==> config.mk <==
export PLATFORM = sky130hd
export DESIGN_NAME = scr1_mem_arbiter_flat
export DESIGN_NICKNAME = d
export VERILOG_FILES = /design/src/rtl/scr1_mem_arbiter_if.sv /design/src/rtl/scr1_mem_arbiter.sv /design/src/flat_wrapper.sv
export SDC_FILE = /design/constraint.sdc
export NUM_CORES = 1
export LEC_CHECK = 0
export CORE_AREA = 2 2 121 123
export CTS_CLUSTER_DIAMETER = 50
export CTS_CLUSTER_SIZE = 10
export DETAILED_ROUTE_END_ITERATION = 10
export DIE_AREA = 0 0 123 125
export HOLD_SLACK_MARGIN = 0.12
export PLACE_DENSITY = 0.64
export SYNTH_ARGS = -nofsm -noshare
export SYNTH_HDL_FRONTEND = slang
export SYNTH_SLANG_ARGS = --single-unit
==> constraint.sdc <==
create_clock -name clk -period 4.6 [get_ports clk]
set_input_delay 1.38 -clock clk [delete_from_list [all_inputs] [get_ports clk]]
set_output_delay 1.38 -clock clk [all_outputs]
set_load 0.02 [all_outputs]
==> src/rtl/scr1_mem_arbiter_if.sv <==
// Memory request/response bundle shared by both masters and the downstream slave.
// No latency of its own; it is only a set of wires grouped by direction.
// Backpressure: the request side is held stable until req_ack, and resp==NOTRDY stalls the data phase.
package scr1_mem_arbiter_pkg;

  localparam int unsigned SCR1_DMEM_AWIDTH = 32;
  localparam int unsigned SCR1_DMEM_DWIDTH = 32;

  typedef enum logic {
    SCR1_MEM_CMD_RD = 1'b0,
    SCR1_MEM_CMD_WR = 1'b1
  } type_scr1_mem_cmd_e;

  typedef enum logic [1:0] {
    SCR1_MEM_WIDTH_BYTE  = 2'b00,
    SCR1_MEM_WIDTH_HWORD = 2'b01,
    SCR1_MEM_WIDTH_WORD  = 2'b10,
    SCR1_MEM_WIDTH_ERROR = 2'b11
  } type_scr1_mem_width_e;

  typedef enum logic [1:0] {
    SCR1_MEM_RESP_NOTRDY = 2'b00,
    SCR1_MEM_RESP_RDY_OK = 2'b01,
    SCR1_MEM_RESP_RDY_ER = 2'b10
  } type_scr1_mem_resp_e;

endpackage

interface scr1_mem_arbiter_if;
  import scr1_mem_arbiter_pkg::*;

  logic                              req;
  logic                              req_ack;
  type_scr1_mem_cmd_e                cmd;
  type_scr1_mem_width_e              width;
  logic [SCR1_DMEM_AWIDTH-1:0]       addr;
  logic [SCR1_DMEM_DWIDTH-1:0]       wdata;
  logic [SCR1_DMEM_DWIDTH-1:0]       rdata;
  type_scr1_mem_resp_e               resp;

  // Side that issues requests and consumes responses.
  modport master (
    output req, cmd, width, addr, wdata,
    input  req_ack, rdata, resp
  );

  // Side that accepts requests and produces responses.
  modport slave (
    input  req, cmd, width, addr, wdata,
    output req_ack, rdata, resp
  );

endinterface

==> src/rtl/scr1_mem_arbiter.sv <==
// Two-master arbiter onto one SCR1 memory slave port, single outstanding transfer with owner tracking.
// Latency: zero added cycles on the request path (combinational mux), responses routed combinationally.
// Backpressure: a stalled slave request locks the grant; a new accept only in IDLE or an RDY_OK data cycle.
module scr1_mem_arbiter #(
  parameter bit          SCR1_ARB_RR      = 1'b1,
  parameter int unsigned SCR1_ARB_TIMEOUT = 256
) (
  input  logic              clk,
  input  logic              rst_n,
  scr1_mem_arbiter_if.slave  m0_if,
  scr1_mem_arbiter_if.slave  m1_if,
  scr1_mem_arbiter_if.master slv_if
);
  import scr1_mem_arbiter_pkg::*;

  localparam int unsigned TW           = (SCR1_ARB_TIMEOUT > 0) ? $clog2(SCR1_ARB_TIMEOUT + 1) : 1;
  localparam int unsigned TMO_LAST_INT = (SCR1_ARB_TIMEOUT > 0) ? SCR1_ARB_TIMEOUT - 1 : 0;
  localparam logic [TW-1:0] TMO_LAST   = TW'(TMO_LAST_INT);

  typedef enum logic {
    ST_IDLE = 1'b0,
    ST_DATA = 1'b1
  } arb_state_e;

  arb_state_e          fsm_q, fsm_d;
  logic                owner_q, owner_d;
  logic                rr_ptr_q, rr_ptr_d;
  logic                lock_q, lock_d;
  logic                lock_gnt_q, lock_gnt_d;
  logic [TW-1:0]       tmo_cnt_q, tmo_cnt_d;

  logic                gnt;
  logic                gnt_sel;
  logic                win;
  logic                slv_req;
  logic                accept;
  logic                tmo_expire;
  type_scr1_mem_resp_e ores;

  // Watchdog fires on the last allowed NOTRDY cycle of a data phase; the slave response is only
  // looked at while a transfer is outstanding, anything it drives in IDLE is treated as NOTRDY.
  always_comb begin
    tmo_expire = 1'b0;
    ores       = SCR1_MEM_RESP_NOTRDY;
    if (fsm_q == ST_DATA) begin
      tmo_expire = (SCR1_ARB_TIMEOUT != 0) && (slv_if.resp == SCR1_MEM_RESP_NOTRDY) &&
                   (tmo_cnt_q == TMO_LAST);
      ores       = tmo_expire ? SCR1_MEM_RESP_RDY_ER : slv_if.resp;
    end
  end

  // Grant selection: a held (locked) grant wins, otherwise lone requester, otherwise priority/RR.
  always_comb begin
    gnt = 1'b0;
    if (lock_q) begin
      gnt = lock_gnt_q;
    end else if (m0_if.req && m1_if.req) begin
      gnt = SCR1_ARB_RR ? rr_ptr_q : 1'b0;
    end else begin
      gnt = m1_if.req;
    end
    // During reset the slave-side fields follow m0.
    gnt_sel = rst_n & gnt;
  end

  // Request path towards the slave and per-master acknowledges; everything is masked while in reset.
  always_comb begin
    win    = (fsm_q == ST_IDLE) || (ores == SCR1_MEM_RESP_RDY_OK);
    slv_req = rst_n & win & (m0_if.req | m1_if.req);
    accept  = slv_req & slv_if.req_ack;

    slv_if.req   = slv_req;
    slv_if.cmd   = gnt_sel ? m1_if.cmd   : m0_if.cmd;
    slv_if.width = gnt_sel ? m1_if.width : m0_if.width;
    slv_if.addr  = gnt_sel ? m1_if.addr  : m0_if.addr;
    slv_if.wdata = gnt_sel ? m1_if.wdata : m0_if.wdata;

    m0_if.req_ack = accept & ~gnt;
    m1_if.req_ack = accept &  gnt;
  end

  // Response routing: only the owner of the outstanding transfer sees the slave response.
  always_comb begin
    m0_if.rdata = slv_if.rdata;
    m1_if.rdata = slv_if.rdata;
    m0_if.resp  = SCR1_MEM_RESP_NOTRDY;
    m1_if.resp  = SCR1_MEM_RESP_NOTRDY;
    if (rst_n && (fsm_q == ST_DATA)) begin
      if (owner_q) begin
        m1_if.resp = ores;
      end else begin
        m0_if.resp = ores;
      end
    end
  end

  // Next-state: data-phase tracking, ownership handover, RR pointer, grant lock and watchdog count.
  always_comb begin
    fsm_d      = fsm_q;
    owner_d    = owner_q;
    rr_ptr_d   = rr_ptr_q;
    lock_d     = lock_q;
    lock_gnt_d = lock_gnt_q;
    tmo_cnt_d  = tmo_cnt_q;

    case (fsm_q)
      ST_IDLE: begin
        if (accept) begin
          fsm_d = ST_DATA;
        end
      end
      ST_DATA: begin
        case (ores)
          SCR1_MEM_RESP_RDY_OK: fsm_d = accept ? ST_DATA : ST_IDLE;
          SCR1_MEM_RESP_NOTRDY: tmo_cnt_d = tmo_cnt_q + TW'(1);
          default:              fsm_d = ST_IDLE;
        endcase
      end
      default: fsm_d = ST_IDLE;
    endcase

    if (accept) begin
      owner_d   = gnt;
      rr_ptr_d  = ~gnt;
      tmo_cnt_d = '0;
      lock_d    = 1'b0;
    end else if (slv_req) begin
      // Slave saw a request it did not take: keep presenting the same master until it does.
      lock_d     = 1'b1;
      lock_gnt_d = gnt;
    end
  end

  // State registers, cleared asynchronously so a transfer in flight is simply dropped.
  always_ff @(posedge clk or negedge rst_n) begin
    if (!rst_n) begin
      fsm_q      <= ST_IDLE;
      owner_q    <= 1'b0;
      rr_ptr_q   <= 1'b0;
      lock_q     <= 1'b0;
      lock_gnt_q <= 1'b0;
      tmo_cnt_q  <= '0;
    end else begin
      fsm_q      <= fsm_d;
      owner_q    <= owner_d;
      rr_ptr_q   <= rr_ptr_d;
      lock_q     <= lock_d;
      lock_gnt_q <= lock_gnt_d;
      tmo_cnt_q  <= tmo_cnt_d;
    end
  end

endmodule
==> src/flat_wrapper.sv <==
// flat-port wrapper written by rule: the top's interface ports become plain ports
module scr1_mem_arbiter_flat import scr1_mem_arbiter_pkg::*;
#(
  parameter bit          SCR1_ARB_RR      = 1'b1,
  parameter int unsigned SCR1_ARB_TIMEOUT = 256
)
  (clk, rst_n, m0_if_req, m0_if_cmd, m0_if_width, m0_if_addr, m0_if_wdata, m0_if_req_ack, m0_if_rdata, m0_if_resp, m1_if_req, m1_if_cmd, m1_if_width, m1_if_addr, m1_if_wdata, m1_if_req_ack, m1_if_rdata, m1_if_resp, slv_if_req, slv_if_cmd, slv_if_width, slv_if_addr, slv_if_wdata, slv_if_req_ack, slv_if_rdata, slv_if_resp);
  scr1_mem_arbiter_if m0_if_i ();
  scr1_mem_arbiter_if m1_if_i ();
  scr1_mem_arbiter_if slv_if_i ();
  input  logic clk;
  input  logic rst_n;
  input wire logic [$bits(m0_if_i.req)-1:0] m0_if_req;
  input wire logic [$bits(m0_if_i.cmd)-1:0] m0_if_cmd;
  input wire logic [$bits(m0_if_i.width)-1:0] m0_if_width;
  input wire logic [$bits(m0_if_i.addr)-1:0] m0_if_addr;
  input wire logic [$bits(m0_if_i.wdata)-1:0] m0_if_wdata;
  output wire logic [$bits(m0_if_i.req_ack)-1:0] m0_if_req_ack;
  output wire logic [$bits(m0_if_i.rdata)-1:0] m0_if_rdata;
  output wire logic [$bits(m0_if_i.resp)-1:0] m0_if_resp;
  input wire logic [$bits(m1_if_i.req)-1:0] m1_if_req;
  input wire logic [$bits(m1_if_i.cmd)-1:0] m1_if_cmd;
  input wire logic [$bits(m1_if_i.width)-1:0] m1_if_width;
  input wire logic [$bits(m1_if_i.addr)-1:0] m1_if_addr;
  input wire logic [$bits(m1_if_i.wdata)-1:0] m1_if_wdata;
  output wire logic [$bits(m1_if_i.req_ack)-1:0] m1_if_req_ack;
  output wire logic [$bits(m1_if_i.rdata)-1:0] m1_if_rdata;
  output wire logic [$bits(m1_if_i.resp)-1:0] m1_if_resp;
  output wire logic [$bits(slv_if_i.req)-1:0] slv_if_req;
  output wire logic [$bits(slv_if_i.cmd)-1:0] slv_if_cmd;
  output wire logic [$bits(slv_if_i.width)-1:0] slv_if_width;
  output wire logic [$bits(slv_if_i.addr)-1:0] slv_if_addr;
  output wire logic [$bits(slv_if_i.wdata)-1:0] slv_if_wdata;
  input wire logic [$bits(slv_if_i.req_ack)-1:0] slv_if_req_ack;
  input wire logic [$bits(slv_if_i.rdata)-1:0] slv_if_rdata;
  input wire logic [$bits(slv_if_i.resp)-1:0] slv_if_resp;
  assign m0_if_i.req = m0_if_req;
  assign m0_if_i.cmd = m0_if_cmd;
  assign m0_if_i.width = m0_if_width;
  assign m0_if_i.addr = m0_if_addr;
  assign m0_if_i.wdata = m0_if_wdata;
  assign m0_if_req_ack = m0_if_i.req_ack;
  assign m0_if_rdata = m0_if_i.rdata;
  assign m0_if_resp = m0_if_i.resp;
  assign m1_if_i.req = m1_if_req;
  assign m1_if_i.cmd = m1_if_cmd;
  assign m1_if_i.width = m1_if_width;
  assign m1_if_i.addr = m1_if_addr;
  assign m1_if_i.wdata = m1_if_wdata;
  assign m1_if_req_ack = m1_if_i.req_ack;
  assign m1_if_rdata = m1_if_i.rdata;
  assign m1_if_resp = m1_if_i.resp;
  assign slv_if_req = slv_if_i.req;
  assign slv_if_cmd = slv_if_i.cmd;
  assign slv_if_width = slv_if_i.width;
  assign slv_if_addr = slv_if_i.addr;
  assign slv_if_wdata = slv_if_i.wdata;
  assign slv_if_i.req_ack = slv_if_req_ack;
  assign slv_if_i.rdata = slv_if_rdata;
  assign slv_if_i.resp = slv_if_resp;
  scr1_mem_arbiter #(.SCR1_ARB_RR(SCR1_ARB_RR), .SCR1_ARB_TIMEOUT(SCR1_ARB_TIMEOUT)) u_core (.clk(clk), .rst_n(rst_n), .m0_if(m0_if_i), .m1_if(m1_if_i), .slv_if(slv_if_i));
endmodule
==> results.cfg, run 1 <==
[floorplanning]
coreArea_mm2 = 0.01420
io_pins = 311
die_y_um = 125
initial_utilization = 0.1433
dieArea_mm2 = 0.01538
die_width_um = 123
core.rowCount = 44

[run_status]
status = finished clean

[yosys]
ys_seq_elements = 14
avgSynthCellArea_um2 = 9.295
syn-instance-count = 219
yosys_warnings = 0
synth-edff-count = 0
synth_top_cell_by_area = mux2_2
synth_seq_area_share = 0.1721
syn_nets = 394
synth_top_cell_area_share = 0.3706
synth.distinct_cells = 30
yosys-top-cells-area = mux2_2, buf_4, dfrtp_1, nor2_1, nand2_1
synth_top_cells_by_count = buf_4, mux2_2, dfrtp_1
ys.flop_type = dfrtp_1
synthArstFlopShare = 1.000
syn-cell-area_mm2 = 0.002036

[sta]
fin_crit_sh = 0.9694
max_freq_ghz = 0.2243
setup_viol = 0
hold_viol = 0
rsz0062_at_grt = no
clock_skew_ns = 0.0008364
maxSlewHeadroom = 0.5312
finalCriticalPeriod_ns = 4.459
maxSlewViolCount = 0
tightest_slew_ns = 0.6935

[clocking]
tritoncts = yes
clock_path_buffers = 2
root_buffer = clkbuf_16
cts_buffers = 3
htreeDepth = 1
path_clk_slew_ns = 0.04
cts_num_sinks = 14
holdBufCountCts = 0
clk-insertion-delay-late_ns = 0.24

[setup_path]
worstRegToRegCells = 8
crit_required_ns = 3.22
cp-end-kind = primary output
cp_max_fo = 16
start_kind = input port
criticalPathCategory = input port to primary output
critPathArrivalTime_ns = 3.08

[route]
drt-total-wl_mm = 10.71
wire_per_inst_um = 18.98
final_antenna_net_count = 0
num_vias = 2175
route.detailed.drc = 0
drt-initial-drc-count = 49
avgViaCountPerCell = 3.856
dr.pass1.iters = 4

[power_and_ir_drop]
power.total_uw = 926.1
peakVddDrop_mv = 0.1781
p_leak_uw = 0.001749
powerDensity_mw_per_mm2 = 229.7

[grt]
overflow = 0
grt_pass1_wl_mm = 14.08
grt_pass1_vias = 2299
antenna_found_initial = 1
grt_usage = 0.1228
grt_max_degree = 23

[finish]
regArea_um2 = 350.3
multiInputGateArea_mm2 = 0.001134
fin_cells = 564
final_nets = 556
drive_above_1_share = 0.3509
area_growth_pct = 98.09
fillers = 1469

[placement]
place_congestion = 0.8896
dp_cells = 557
port_buffers = 214
dp_hpwl_mm = 9.020

[run]
cap_violations = 0

[hold_path]
hold-path-cell-count = 2
worstHoldPathType = flop to flop
-- metal layers --
metal  vias to the layer above  wire length [µm]  GRT usage
li1                       1006                 -          -
met1                       983              4306     0.1492
met2                       176              4519     0.1833
met3                         8              1734    0.07664
met4                         2                85    0.02072
met5                         -                58    0.03289
-- cells in the final DEF (no fill, tap or decap), types with 2 or more instances in the layout --
cell type        instances
a21oi_1                  2
buf_12                   3
buf_2                   25
buf_4                   13
clkbuf_16                5
clkdlybuf4s15_2         13
clkdlybuf4s50_1        140
dfrtp_1                 14
dlygate4sd2_1           27
dlymetal6s2s_1           5
ha_1                     2
inv_1                    6
mux2_2                  67
nand2_1                  8
nand3_1                  3
nand4_1                  3
nor2_1                  13
nor3_1                   2
o21ai_0                  3
or2b_1                   2
xnor2_1                  3
xor2_1                   3
-- area by class of cell --
class                      instances  share of cell area
multi-input combinational        126              0.2811
clock buffer                       3             0.01862
antenna                            1           0.0006205
inverter                           6            0.005585
sequential                        14             0.08688
tap                              184             0.05709
timing repair buffer             230              0.5501
-- cell families (layout without fill, tap and decap cells) --
| family | Yosys count | in the layout | share of synthesized area |
|---|---|---|---|
| AOI/OAI and AO/OA | 11 | 11 | 0.03565 |
| and+or+nand+nor | 39 | 39 | 0.1026 |
| adders and majority gates | 2 | 2 | 0.01229 |
| other | 0 | 1 | 0 |
| buffers and inverters | 79 | 239 | 0.2760 |
| muxes | 68 | 68 | 0.3755 |
| xor gates and xnor gates | 6 | 6 | 0.02582 |
| DFF | 14 | 14 | 0.1721 |
-- per-stage QoR --
step / cell area [µm²] / setup TNS, ns / util / hold slack, ns / setup slack (ns)
global route: 4030 / 0 / 0.2837 / 0.5476 / 0.0004754
finish: 4033 / 0 / 0.2839 / 0.5328 / 0.1410
CTS: 3968 / -0.02450 / 0.2793 / 0.5385 / -0.02450
detailed placement: 4001 / -15.65 / 0.2817 / 0.5277 / -0.2979
global placement: 4001 / -13.17 / 0.2817 / 0.5242 / -0.2660
floorplan: 2036 / 0 / - / 0.4983 / 0.5896
-- what timing repair did --
item                       in CTS  in global routing
pin swaps                       1                  1
setup endpoints to repair      64                 35
cloned                          0                  2
gates resized for setup       167                  9
setup buffers                   2                  0
-- critical path: stages --
cell	delay, ns
clkdlybuf4s50_1	0.50
buf_4	0.14
buf_4	0.23
nand3_1	0.12
nor2_1	0.11
clkdlybuf4s50_1	0.61
-- power by group --
| part | internal [µW] | leakage, µW | total (µW) | switching (µW) |
|---|---|---|---|---|
| clock network | 113 | 0.0000370 | 160 | 46.3 |
| registers | 136 | 0.000183 | 146 | 10.4 |
| logic | 339 | 0.00153 | 620 | 281 |
-- final timing paths --
kind	from	endpoint	slack, ns
max	rst_n	m0_if_resp[0]	0.14
min	u_core.rr_ptr_q	u_core.rr_ptr_q	0.53
max reg2reg	u_core.tmo_cnt_q[0]	u_core.tmo_cnt_q[5]	2.29
min reg2reg	u_core.rr_ptr_q	u_core.rr_ptr_q	0.53
max in group asynchronous	rst_n	u_core.tmo_cnt_q[6]	2.78
min in group asynchronous	rst_n	u_core.rr_ptr_q	1.64
-- flip-flops by register name, summed over array words and instances, names as in the netlist --
| name | count |
|---|---|
| u_core.fsm_q | 1 |
| u_core.lock_q | 1 |
| u_core.owner_q | 1 |
| u_core.tmo_cnt_q | 9 |
| u_core.lock_gnt_q | 1 |
| u_core.rr_ptr_q | 1 |
Note: power is estimated with default switching activity, not from simulation.
==> inputs of run 2 (changes only) <==
- SLEW_MARGIN: default -> 30
==> results of run 2 <==
The final DEF is identical to that of run 1; final timing and power are the same.
